==> src/rtl/fft8_frame_ctrl.sv <==
// rtl/fft8_frame_ctrl.sv - frame sequencer for the 8-point sel-muxed FFT core
// Purpose: buffers 8-sample frames from a valid/ready stream, presents the
// buffered frame on the core input buses, then steps core_sel so the core's
// registered result streams out one bin per cycle.
// Ports:
//   clk_i, rst_ni                 clock, asynchronous active-low reset
//   flush_i                       synchronous abort, discards all buffered data
//   in_valid_i, in_ready_o        sample handshake; in_r_i / in_i_i sample
//   out_valid_o, out_ready_i      result handshake; out_r_o / out_i_o result
//   out_idx_o, out_last_o         bin index of current result, high on bin 7
//   core_xr_o, core_xi_o          core inputs, sample k at [k*W +: W]
//   core_sel_o, core_rst_o        core result select, active-high core reset
//   core_yr_i, core_yi_i          core registered result
// Macro FFT8_FRAME_CTRL_PINGPONG_EN: two sample banks so loading the next frame
// overlaps unloading the current one; undefined builds a single bank.
module fft8_frame_ctrl #(
    parameter int W = 8
) (
    input  logic           clk_i,
    input  logic           rst_ni,
    input  logic           flush_i,
    input  logic           in_valid_i,
    output logic           in_ready_o,
    input  logic [W-1:0]   in_r_i,
    input  logic [W-1:0]   in_i_i,
    output logic           out_valid_o,
    input  logic           out_ready_i,
    output logic [W-1:0]   out_r_o,
    output logic [W-1:0]   out_i_o,
    output logic [2:0]     out_idx_o,
    output logic           out_last_o,
    output logic [8*W-1:0] core_xr_o,
    output logic [8*W-1:0] core_xi_o,
    output logic [2:0]     core_sel_o,
    output logic           core_rst_o,
    input  logic [W-1:0]   core_yr_i,
    input  logic [W-1:0]   core_yi_i
);
    typedef enum logic [1:0] {LOAD, SETTLE, UNLOAD} state_t;

`ifdef FFT8_FRAME_CTRL_PINGPONG_EN
    localparam bit PINGPONG = 1'b1;
`else
    localparam bit PINGPONG = 1'b0;
`endif

    state_t       state_q;
    logic [2:0]   cnt_q;           // write position in the load bank
    logic [2:0]   k_q;             // bin currently presented
    logic [1:0]   full_q;          // per-bank full flag
    logic         lb_q;            // bank receiving samples
    logic         cb;              // bank driving the core
    logic [W-1:0] xr_q [2][8];
    logic [W-1:0] xi_q [2][8];

    logic in_fire, last_fire, out_fire, frame_done, swap;

    // In the single-bank build both roles share bank 0 and lb_q never moves.
    assign cb          = PINGPONG ? ~lb_q : lb_q;
    assign in_ready_o  = ~full_q[lb_q];
    assign in_fire     = in_valid_i & in_ready_o;
    assign last_fire   = in_fire & (cnt_q == 3'd7);
    assign out_valid_o = (state_q == UNLOAD);
    assign out_fire    = out_valid_o & out_ready_i;
    assign frame_done  = out_fire & (k_q == 3'd7);
    // Chain straight into the next frame if the load bank is (or just became) full.
    assign swap        = PINGPONG & frame_done & (full_q[lb_q] | last_fire);

    assign out_r_o    = core_yr_i;
    assign out_i_o    = core_yi_i;
    assign out_idx_o  = k_q;
    assign out_last_o = out_valid_o & (k_q == 3'd7);
    assign core_rst_o = ~rst_ni;

    // Look one bin ahead on a handshake so the core's registered output is
    // already the next bin when k advances; on a stall it re-latches bin k.
    always_comb begin
        core_sel_o = 3'd0;
        if (state_q == UNLOAD) begin
            core_sel_o = (out_ready_i && k_q != 3'd7) ? k_q + 3'd1 : k_q;
        end
    end

    for (genvar n = 0; n < 8; n++) begin : g_bus
        assign core_xr_o[n*W +: W] = xr_q[cb][n];
        assign core_xi_o[n*W +: W] = xi_q[cb][n];
    end

    always_ff @(posedge clk_i or negedge rst_ni) begin
        if (!rst_ni) begin
            state_q <= LOAD;
            cnt_q   <= '0;
            k_q     <= '0;
            full_q  <= '0;
            lb_q    <= 1'b0;
            for (int b = 0; b < 2; b++) begin
                for (int n = 0; n < 8; n++) begin
                    xr_q[b][n] <= '0;
                    xi_q[b][n] <= '0;
                end
            end
        end else if (flush_i) begin
            state_q <= LOAD;
            cnt_q   <= '0;
            k_q     <= '0;
            full_q  <= '0;
            lb_q    <= 1'b0;
        end else begin
            if (in_fire) begin
                xr_q[lb_q][cnt_q] <= in_r_i;
                xi_q[lb_q][cnt_q] <= in_i_i;
                cnt_q             <= cnt_q + 3'd1;  // wraps to 0 on the 8th beat
            end
            if (last_fire) begin
                full_q[lb_q] <= 1'b1;
            end
            if (frame_done) begin
                full_q[cb] <= 1'b0;
            end
            case (state_q)
                LOAD: begin
                    if (last_fire) begin
                        state_q <= SETTLE;
                        if (PINGPONG) begin
                            lb_q <= ~lb_q;
                        end
                    end
                end
                SETTLE: begin
                    state_q <= UNLOAD;
                    k_q     <= '0;
                end
                UNLOAD: begin
                    if (out_fire) begin
                        k_q <= k_q + 3'd1;
                        if (k_q == 3'd7) begin
                            if (swap) begin
                                state_q <= SETTLE;
                                lb_q    <= ~lb_q;
                            end else begin
                                state_q <= LOAD;
                            end
                        end
                    end
                end
                default: state_q <= LOAD;
            endcase
        end
    end
endmodule

==> config.mk <==
export PLATFORM = sky130hd
export DESIGN_NAME = fft8_frame_ctrl
export DESIGN_NICKNAME = d
export VERILOG_FILES = /design/src/rtl/fft8_frame_ctrl.sv
export SDC_FILE = /design/constraint.sdc
export NUM_CORES = 1
export LEC_CHECK = 0
export ABC_CLOCK_PERIOD_IN_PS = 1900
export CAP_MARGIN = 25
export CORE_UTILIZATION = 40
export DETAILED_ROUTE_END_ITERATION = 6
export PLACE_DENSITY = 0.8
export SYNTH_ARGS = -nofsm -noshare
export SYNTH_HDL_FRONTEND = slang
export SYNTH_SLANG_ARGS = --single-unit
==> constraint.sdc <==
create_clock -name clk_i -period 1.9 [get_ports clk_i]
set_input_delay 0.38 -clock clk_i [delete_from_list [all_inputs] [get_ports clk_i]]
set_output_delay 0.38 -clock clk_i [all_outputs]
set_load 0.05 [all_outputs]
==> results of run 1 <==
## worst max-delay path, delay by kind of cell (launching register included)
family	cells	cell delay, ns
adder cells (fa/ha/maj)	2	0.34
buffers and inverters	1	0.15
flip-flops	1	0.42
multiplexers	1	0.29
AND/OR/NAND/NOR	2	0.21
## logic make-up after synthesis
group                      Yosys count  synth area share (%)
AOI/OAI and AO/OA                   12                 1.461
muxes                              133                 27.21
and+or+nand+nor                     28                 3.607
adders and majority gates            4                0.9133
buffers and inverters               32                 3.927
xor gates and xnor gates             2                0.3197
DFF                                137                 62.56
## path summary, 6_finish.rpt
path	end	from	depth (start not counted)
min reg2reg	xi_q[111]$_DFFE_PN0P_	xi_q[111]$_DFFE_PN0P_	1
max in group asynchronous	out_idx_o[1]$_DFFE_PN0P_	rst_ni	3
max reg2reg	xi_q[64]$_DFFE_PN0P_	cnt_q[2]$_DFFE_PN0P_	4
min	xr_q[86]$_DFFE_PN0P_	rst_ni	3
max	core_sel_o[1]	out_idx_o[0]$_DFFE_PN0P_	6
min in group clk_i	xi_q[111]$_DFFE_PN0P_	xi_q[111]$_DFFE_PN0P_	1
## registers in the layout, indices dropped and copies added, names as in the netlist
signal     cells
state_q        2
full_q         1
cnt_q          3
xr_q          64
xi_q          64
out_idx_o      3
## layer usage
metal / routed length, microns / GRT usage [%]
met5: 0 / 0
met4: 173 / 7.041
met3: 1184 / 9.100
met2: 6363 / 31.47
met1: 5914 / 24.91
## repair_timing
action,in CTS,in global routing
pin swaps,2,1
setup buffers,4,3
hold buffers,2,0
hold endpoints to repair,27,0
gates resized for setup,93,2
endpoints found under the setup margin,90,4
## final cells by class
| class | count | area (sq um) | area share [%] |
|---|---|---|---|
| repair buffers | 191 | 1693 | 21.57 |
| inverters | 4 | 18.77 | 0.2391 |
| well taps | 176 | 220.2 | 2.806 |
| clock buffers | 24 | 501.7 | 6.392 |
| flip-flops and latches | 137 | 3432 | 43.73 |
| clock inverters | 7 | 66.31 | 0.8449 |
| multi-input cells | 179 | 1917 | 24.42 |
## cell usage in the layout, fill, tap and decap left out, types with 4 or more instances in the layout
master / instances
sky130_fd_sc_hd__buf_4: 75
sky130_fd_sc_hd__clkinv_2: 4
sky130_fd_sc_hd__buf_6: 4
sky130_fd_sc_hd__dfrtp_1: 134
sky130_fd_sc_hd__a21oi_1: 5
sky130_fd_sc_hd__nor2_1: 5
sky130_fd_sc_hd__clkbuf_16: 17
sky130_fd_sc_hd__mux2_2: 127
sky130_fd_sc_hd__dlygate4sd2_1: 85
sky130_fd_sc_hd__clkbuf_8: 5
sky130_fd_sc_hd__clkdlybuf4s50_1: 19
sky130_fd_sc_hd__buf_12: 7
## stage by stage
step / instances / power [mW] / instance area (sq um)
2_1_floorplan: 348 / 5.846 / 5529
3_3_place_gp: 678 / 6.902 / 7254
3_5_place_dp: 678 / 6.972 / 7254
4_1_cts: 715 / 9.869 / 7821
5_1_grt: 718 / 10.15 / 7849
6_report: 718 / 9.779 / 7849
## power groups by stage
stage | clock network [mW] | logic, mW | registers, mW
final | 3.12 | 3.03 | 3.63
after global routing | 3.31 | 3.15 | 3.69
after CTS | 3.18 | 3.06 | 3.63
after detailed placement | 0 | 3.29 | 3.69
after global placement | 0 | 3.25 | 3.65
after floorplan | 0 | 0.562 | 5.28
==> implementation parameters, run 1 <==
Parameter                              Value

Run status
  Result of the run ... complete, but fails checks
  Failing checks ... setup timing

Timing
  Actual transition at the worst max-transition pin ... around 0.57 ns
  Final worst-path cycle share ... 116.3%
  Final Max Slew Viols ... 0
  Total Negative Setup Slacks ... -1.052 ns
  WHS ... about 0.47 ns
  Worst-case headroom to the max-slew limit ... 62.11%
  Minimum period implied by the final worst setup slack ... approximately 2.2 ns
  RSZ-0062 raised after global routing ... yes
  Number of hold-slack violations in the final timing report ... 0
  Final Setup Violations ... 4
  Crit path setup slack, layout ... -0.3088 ns
  Worst clock skew on the final layout ... 0.008098 ns
  Maximum operating frequency ... 0.4527 GHz

Drt
  Number of DRC markers after the initial detailed-route iteration ... between 100 and 150
  Drt first pass iters ... 4
  Average wire per standard cell ... around 19 microns
  Final WL ... 13640 microns
  Number of remaining DRC errors ... 0
  Number of vias per cell after detailed routing ... just under 5
  Via count ... approximately 3500
  Antenna-violating nets left ... 0

Power and ir drop
  Worst vdd rail ir drop ... 0.7757 mV
  Clock Power Share ... a little under a third
  Pwr Density ... between 1000 and 1500 nW/um^2
  Leakage power ... around 4.1 nW
  Register share of total power ... 37.1%
  Share of total power consumed by net switching ... roughly 36%
  Internal Dissipation ... 6.229 mW
  Net Sw Power ... 3.550 mW
  Combinational cell fraction of total power ... between 30% and 40%

Logic synthesis
  Leading area contributor after synthesis ... sky130_fd_sc_hd__dfrtp_1
  Cell variety after synth ... 29
  Portion of the post-synthesis area used by sequential elements ... 62.56%
  Count of flip-flops with a built-in enable after synthesis ... 0
  Area share of the largest cell type after synthesis ... between 60% and 70%
  Synthesized cell area ... 5480 sq um
  Mapped Nets ... 389
  Main area contributors after synthesis ... sky130_fd_sc_hd__dfrtp_1, sky130_fd_sc_hd__mux2_2, sky130_fd_sc_hd__buf_4
  Main flop type after synthesis ... sky130_fd_sc_hd__dfrtp_1
  Cell count after synthesis ... approximately 350
  Avg Cell Area, Syn ... roughly 16 sq um
  Number of storage elements in the synthesis netlist ... roughly 140
  Most numerous cell types in the synthesized netlist ... sky130_fd_sc_hd__dfrtp_1, sky130_fd_sc_hd__mux2_2, sky130_fd_sc_hd__buf_4
  Most used standard cell by instance count after synthesis ... sky130_fd_sc_hd__dfrtp_1
  Count of yosys warnings during synthesis ... 0
  Fraction of registers with async set or reset after synthesis ... 100.0%

Min path
  Hold/Removal Path Class ... in2async

Worst setup path
  CP endpoint kind ... output pin
  Critical Path Most Common Cell ... sky130_fd_sc_hd__ha_4
  Worst path cell trace ... ha_4, ha_4, nor2b_4, mux2i_2, nor2_4, buf_6
  Startpoint types ... register
  Crit-path max FO ... 3
  Crit path arrival time ... 1.83 ns
  Required arrival time at the worst endpoint ... roughly 1.5 ns
  Crit path kind ... reg2out
  Slowest-stage cell, CP ... sky130_fd_sc_hd__dfrtp_2
  Max incr delay on CP ... about 0.42 ns
  R2R setup slack ... 0.25 ns

Finish
  Final core occ ... 59.03%
  Fill count ... between 1000 and 1500
  Fraction of final layout cells sized beyond drive strength 1 ... between 40 and 50%
  Antenna fix cells ... 0
  Synth-to-Final Area Change ... 43.22%
  Net count, final ... 571

Placement
  Final RePlAce weighted congestion ... 0.7698
  Post-Place Setup Slack ... -0.1937 ns
  Half-perimeter wire length after placement ... 9353 microns
  Number of port buffers ... approximately 160

Clock tree
  H-Tree Level Count ... 4
  Clock transition at the registers of the reported paths ... 0.06 ns
  Clock tree from TritonCTS ... yes
  Clock insertion delay at the later pin of the skew report ... between 0.4 and 0.5 ns
  Sinks on Clock Net ... between 100 and 150
  Library cell used as clock root buffer ... sky130_fd_sc_hd__clkbuf_16
  Largest buffer count on any clock path ... 2
  Inserted Clock Buffers ... 17

Floorplan
  Die outline width ... about 120 microns
  Die area ... between 10000 and 15000 sq um
  I/O pin total ... 191
  Row Count ... 42
  Core Area ... approximately 13000 sq um
  Die Height ... around 120 microns
  Initial core utilization ... between 40% and 50%

Global routing
  Global-route wire length before repair ... between 20000 and 25000 microns
  Global routing usage summed across all routing layers ... between 20% and 30%
  Number of global-route vias before repair ... 3885
  Maximum number of pins on one net before global-route repair ... 111
  Number of antenna violations at the first check in global routing ... 0
  Total gr overflow ... 0

Run
  Max cap viols ... 0
No activity file was read; power rests on OpenSTA's default activity.
==> run 2: changes to the inputs <==
Settings changed: CORE_UTILIZATION 40 to 45, PLACE_DENSITY 0.8 to 0.88.
==> run 2 against run 1 <==
Against the previous run:
- the flow still finishes with violations (setup timing)
- critical path type unchanged
- count of clock-buffer cells in the layout fell by 6
- global-route usage is 3.6 points higher
- final area grew 0.13%
- non-clock buffer count shrank 1
- die area decreased by 11%
- first-iteration DRC count fell by 17%
- sequential share of layout area is essentially flat
- critical endpoint unchanged
- setup slack improved by 0.0066 ns
- via count is 1.5% higher
- clock skew grew 0.0046 ns
- combinational power is 1% higher
- largest power group unchanged
==> implementation parameters, run 2 (same netlist as run 1, synthesis figures left out) <==
Parameter                              Value

Clock tree
  Inserted Clock Buffers ... 17 (unchanged)
  Largest buffer count on any clock path ... 2 (unchanged)
  Clock insertion delay at the later pin of the skew report ... 0.41 ns (about the same)
  Library cell used as clock root buffer ... sky130_fd_sc_hd__clkbuf_16
  Sinks on Clock Net ... 137 (unchanged)
  H-Tree Level Count ... 4 (unchanged)
  Clock transition at the registers of the reported paths ... 0.06 ns (about the same)
  Clock tree from TritonCTS ... yes

Drt
  Number of vias per cell after detailed routing ... 5.247 (+6.4%)
  Drt first pass iters ... 5 (+1)
  Number of remaining DRC errors ... 0 (unchanged)
  Antenna-violating nets left ... 0 (unchanged)
  Via count ... 3594 (+1.5%)
  Average wire per standard cell ... 20.41 microns (+7.5%)
  Final WL ... 13980 microns (+2.5%)
  Number of DRC markers after the initial detailed-route iteration ... 101 (-17%)

Worst setup path
  Max incr delay on CP ... 0.43 ns (about the same)
  Critical path endpoint ... core_sel_o[1]
  R2R setup slack ... 0.19 ns (-0.06 ns)
  Crit path kind ... reg2out
  RR Startpoint ... out_idx_o[1]$_DFFE_PN0P_
  Crit-path max FO ... 3 (unchanged)
  Startpoint types ... register
  Crit path arrival time ... 1.82 ns (about the same)
  Critical Path Most Common Cell ... sky130_fd_sc_hd__ha_4
  Worst Reg2Reg Path Length in Cells ... 8 (+4)
  Worst path cell trace ... ha_4, ha_4, nor2b_4, mux2i_4, nor2_4, buf_6
  Required arrival time at the worst endpoint ... 1.52 ns (about the same)
  Slowest-stage cell, CP ... sky130_fd_sc_hd__dfrtp_2
  CP endpoint kind ... output pin
  Critical register-to-register path endpoint ... full_q[0]$_DFFE_PN0P_
  Source of the critical timing path ... out_idx_o[1]$_DFFE_PN0P_

Placement
  Half-perimeter wire length after placement ... 9669 microns (+3.4%)
  Number of port buffers ... 158 (unchanged)
  Post-Place Setup Slack ... -0.1550 ns (+0.03865 ns)
  Area after DPL ... 7226 sq um (-0.40%)
  Final RePlAce weighted congestion ... 0.8945 (+16%)

Power and ir drop
  Worst vdd rail ir drop ... 0.8657 mV (+12%)
  Leakage power ... 4.056 nW (about the same)
  Pwr Density ... 1284 nW/um^2 (+3.0%)
  Post-route total power ... 10.09 mW (+3.2%)

Timing
  Number of hold-slack violations in the final timing report ... 0 (unchanged)
  Final worst-path cycle share ... 115.9% (-0.35 points)
  Actual transition at the worst max-transition pin ... 0.5795 ns (+0.01107 ns)
  Maximum operating frequency ... 0.4541 GHz (+0.30%)
  Worst clock skew on the final layout ... 0.01265 ns (+0.004556 ns)
  Crit path setup slack, layout ... -0.3022 ns (+0.006589 ns)
  Final Max Slew Viols ... 0 (unchanged)
  Final Setup Violations ... 4 (unchanged)
  Worst-case headroom to the max-slew limit ... 61.37% (-0.74 points)
  Minimum period implied by the final worst setup slack ... 2.202 ns (-0.006589 ns)
  Total Negative Setup Slacks ... -1.053 ns (-0.001010 ns)
  RSZ-0062 raised after global routing ... yes

Global routing
  Global routing usage summed across all routing layers ... 23.88% (+3.6 points)
  Number of global-route vias before repair ... 3975 (+2.3%)
  Total gr overflow ... 0 (unchanged)
  Maximum number of pins on one net before global-route repair ... 113 (+1.8%)
  Global-route wire length before repair ... 22540 microns (+5.8%)
  Number of antenna violations at the first check in global routing ... 0 (unchanged)

Floorplan
  Die Height ... 112.4 microns (-5.6%)
  Row Count ... 39 (-7.1%)
  I/O pin total ... 191 (unchanged)
  Core Area ... 11660 sq um (-12%)
  Die area ... 12620 sq um (-11%)
  Initial core utilization ... 46.99% (+5.8 points)
  Die outline width ... 112.4 microns (-5.6%)

Finish
  Commonest non-fill, non-tap cells in the layout ... sky130_fd_sc_hd__dfrtp_1, sky130_fd_sc_hd__mux2_2, sky130_fd_sc_hd__dlygate4sd2_1
  Fill count ... 839 (-24%)
  Post-route cell area ... 7859 sq um (+0.13%)
  Largest registers ... xi_q x64, xr_q x64
  Most common cell after layout, fill and taps aside ... sky130_fd_sc_hd__dfrtp_1
  Synth-to-Final Area Change ... 43.40%
  Net count, final ... 570 (-0.18%)
  Fraction of final layout cells sized beyond drive strength 1 ... 49.63% (+0.55 points)
  Antenna fix cells ... 0 (unchanged)
  Final core occ ... 67.39% (+8.4 points)

Run status
  Result of the run ... complete, but fails checks
  Failing checks ... setup timing

Run
  Max cap viols ... 0 (unchanged)

Min path
  Hold/Removal Path Class ... in2async
==> run 2: cell count changes in the layout (fill, tap and decap cells not counted), sizes merged <==
cell / before / now
bufinv: 1 / 3
buf: 86 / 85
clkinvlp: 2 / 8
inv: 3 / 4
clkbuf: 24 / 18
clkinv: 5 / 3
==> run 2: per-stage QoR <==
step	hold slack (ns)	cells
2_1_floorplan	0.08441	348
3_3_place_gp	0.2536	645
3_5_place_dp	0.2574	645
4_1_cts	0.3899	684
5_1_grt	0.4077	685
6_report	0.3970	685
==> run 2: repair_timing <==
item | CTS | global route
hold buffers | 1 | 0
gates resized for setup | 97 | 1
pin swaps | 2 | 0
setup buffers | 6 | 1
endpoints found under the hold margin | 25 | 0
setup endpoints to repair | 90 | 5
==> run 2: how the worst min path moves through the flow <==
stage | from | endpoint
after detailed placement | rst_ni | xr_q[126]$_DFFE_PN0P_
after CTS | rst_ni | xr_q[126]$_DFFE_PN0P_
after floorplan | rst_ni | cnt_q[0]$_DFFE_PN0P_
final | rst_ni | xr_q[126]$_DFFE_PN0P_
after global routing | rst_ni | xr_q[70]$_DFFE_PN0P_
after global placement | rst_ni | xr_q[70]$_DFFE_PN0P_
==> run 2: power by group <==
part	total, mW	internal [mW]	switching, mW
clock network	3.36	2.10	1.26
logic	3.07	0.901	2.17
registers	3.66	3.38	0.277
==> run 2: cell type report <==
class	count	area, sq um	area share [%]
flip-flops and latches	137	3433	43.69
clock inverters	14	173.9	2.213
well taps	143	178.9	2.277
repair buffers	190	1689	21.49
multi-input cells	179	1926	24.50
clock buffers	18	439.2	5.588
inverters	4	18.77	0.2388
==> run 2: critical path: cells and delay by family, from the launching register on <==
kind,cells,cell delay (ns)
buf+inv,1,0.15
fa+ha+maj,2,0.33
simple gates,2,0.23
mux,1,0.29
flops,1,0.43
==> run 2: metal layers <==
metal	routed length, microns	track usage (%)	part of all wire, %	vias to the layer above
met5	0	0	0	-
met4	148	7.644	1.1	0
met3	904	7.289	6.5	15
met2	6813	38.26	49	141
met1	6117	31.30	44	1851
li1	-	-	-	1587
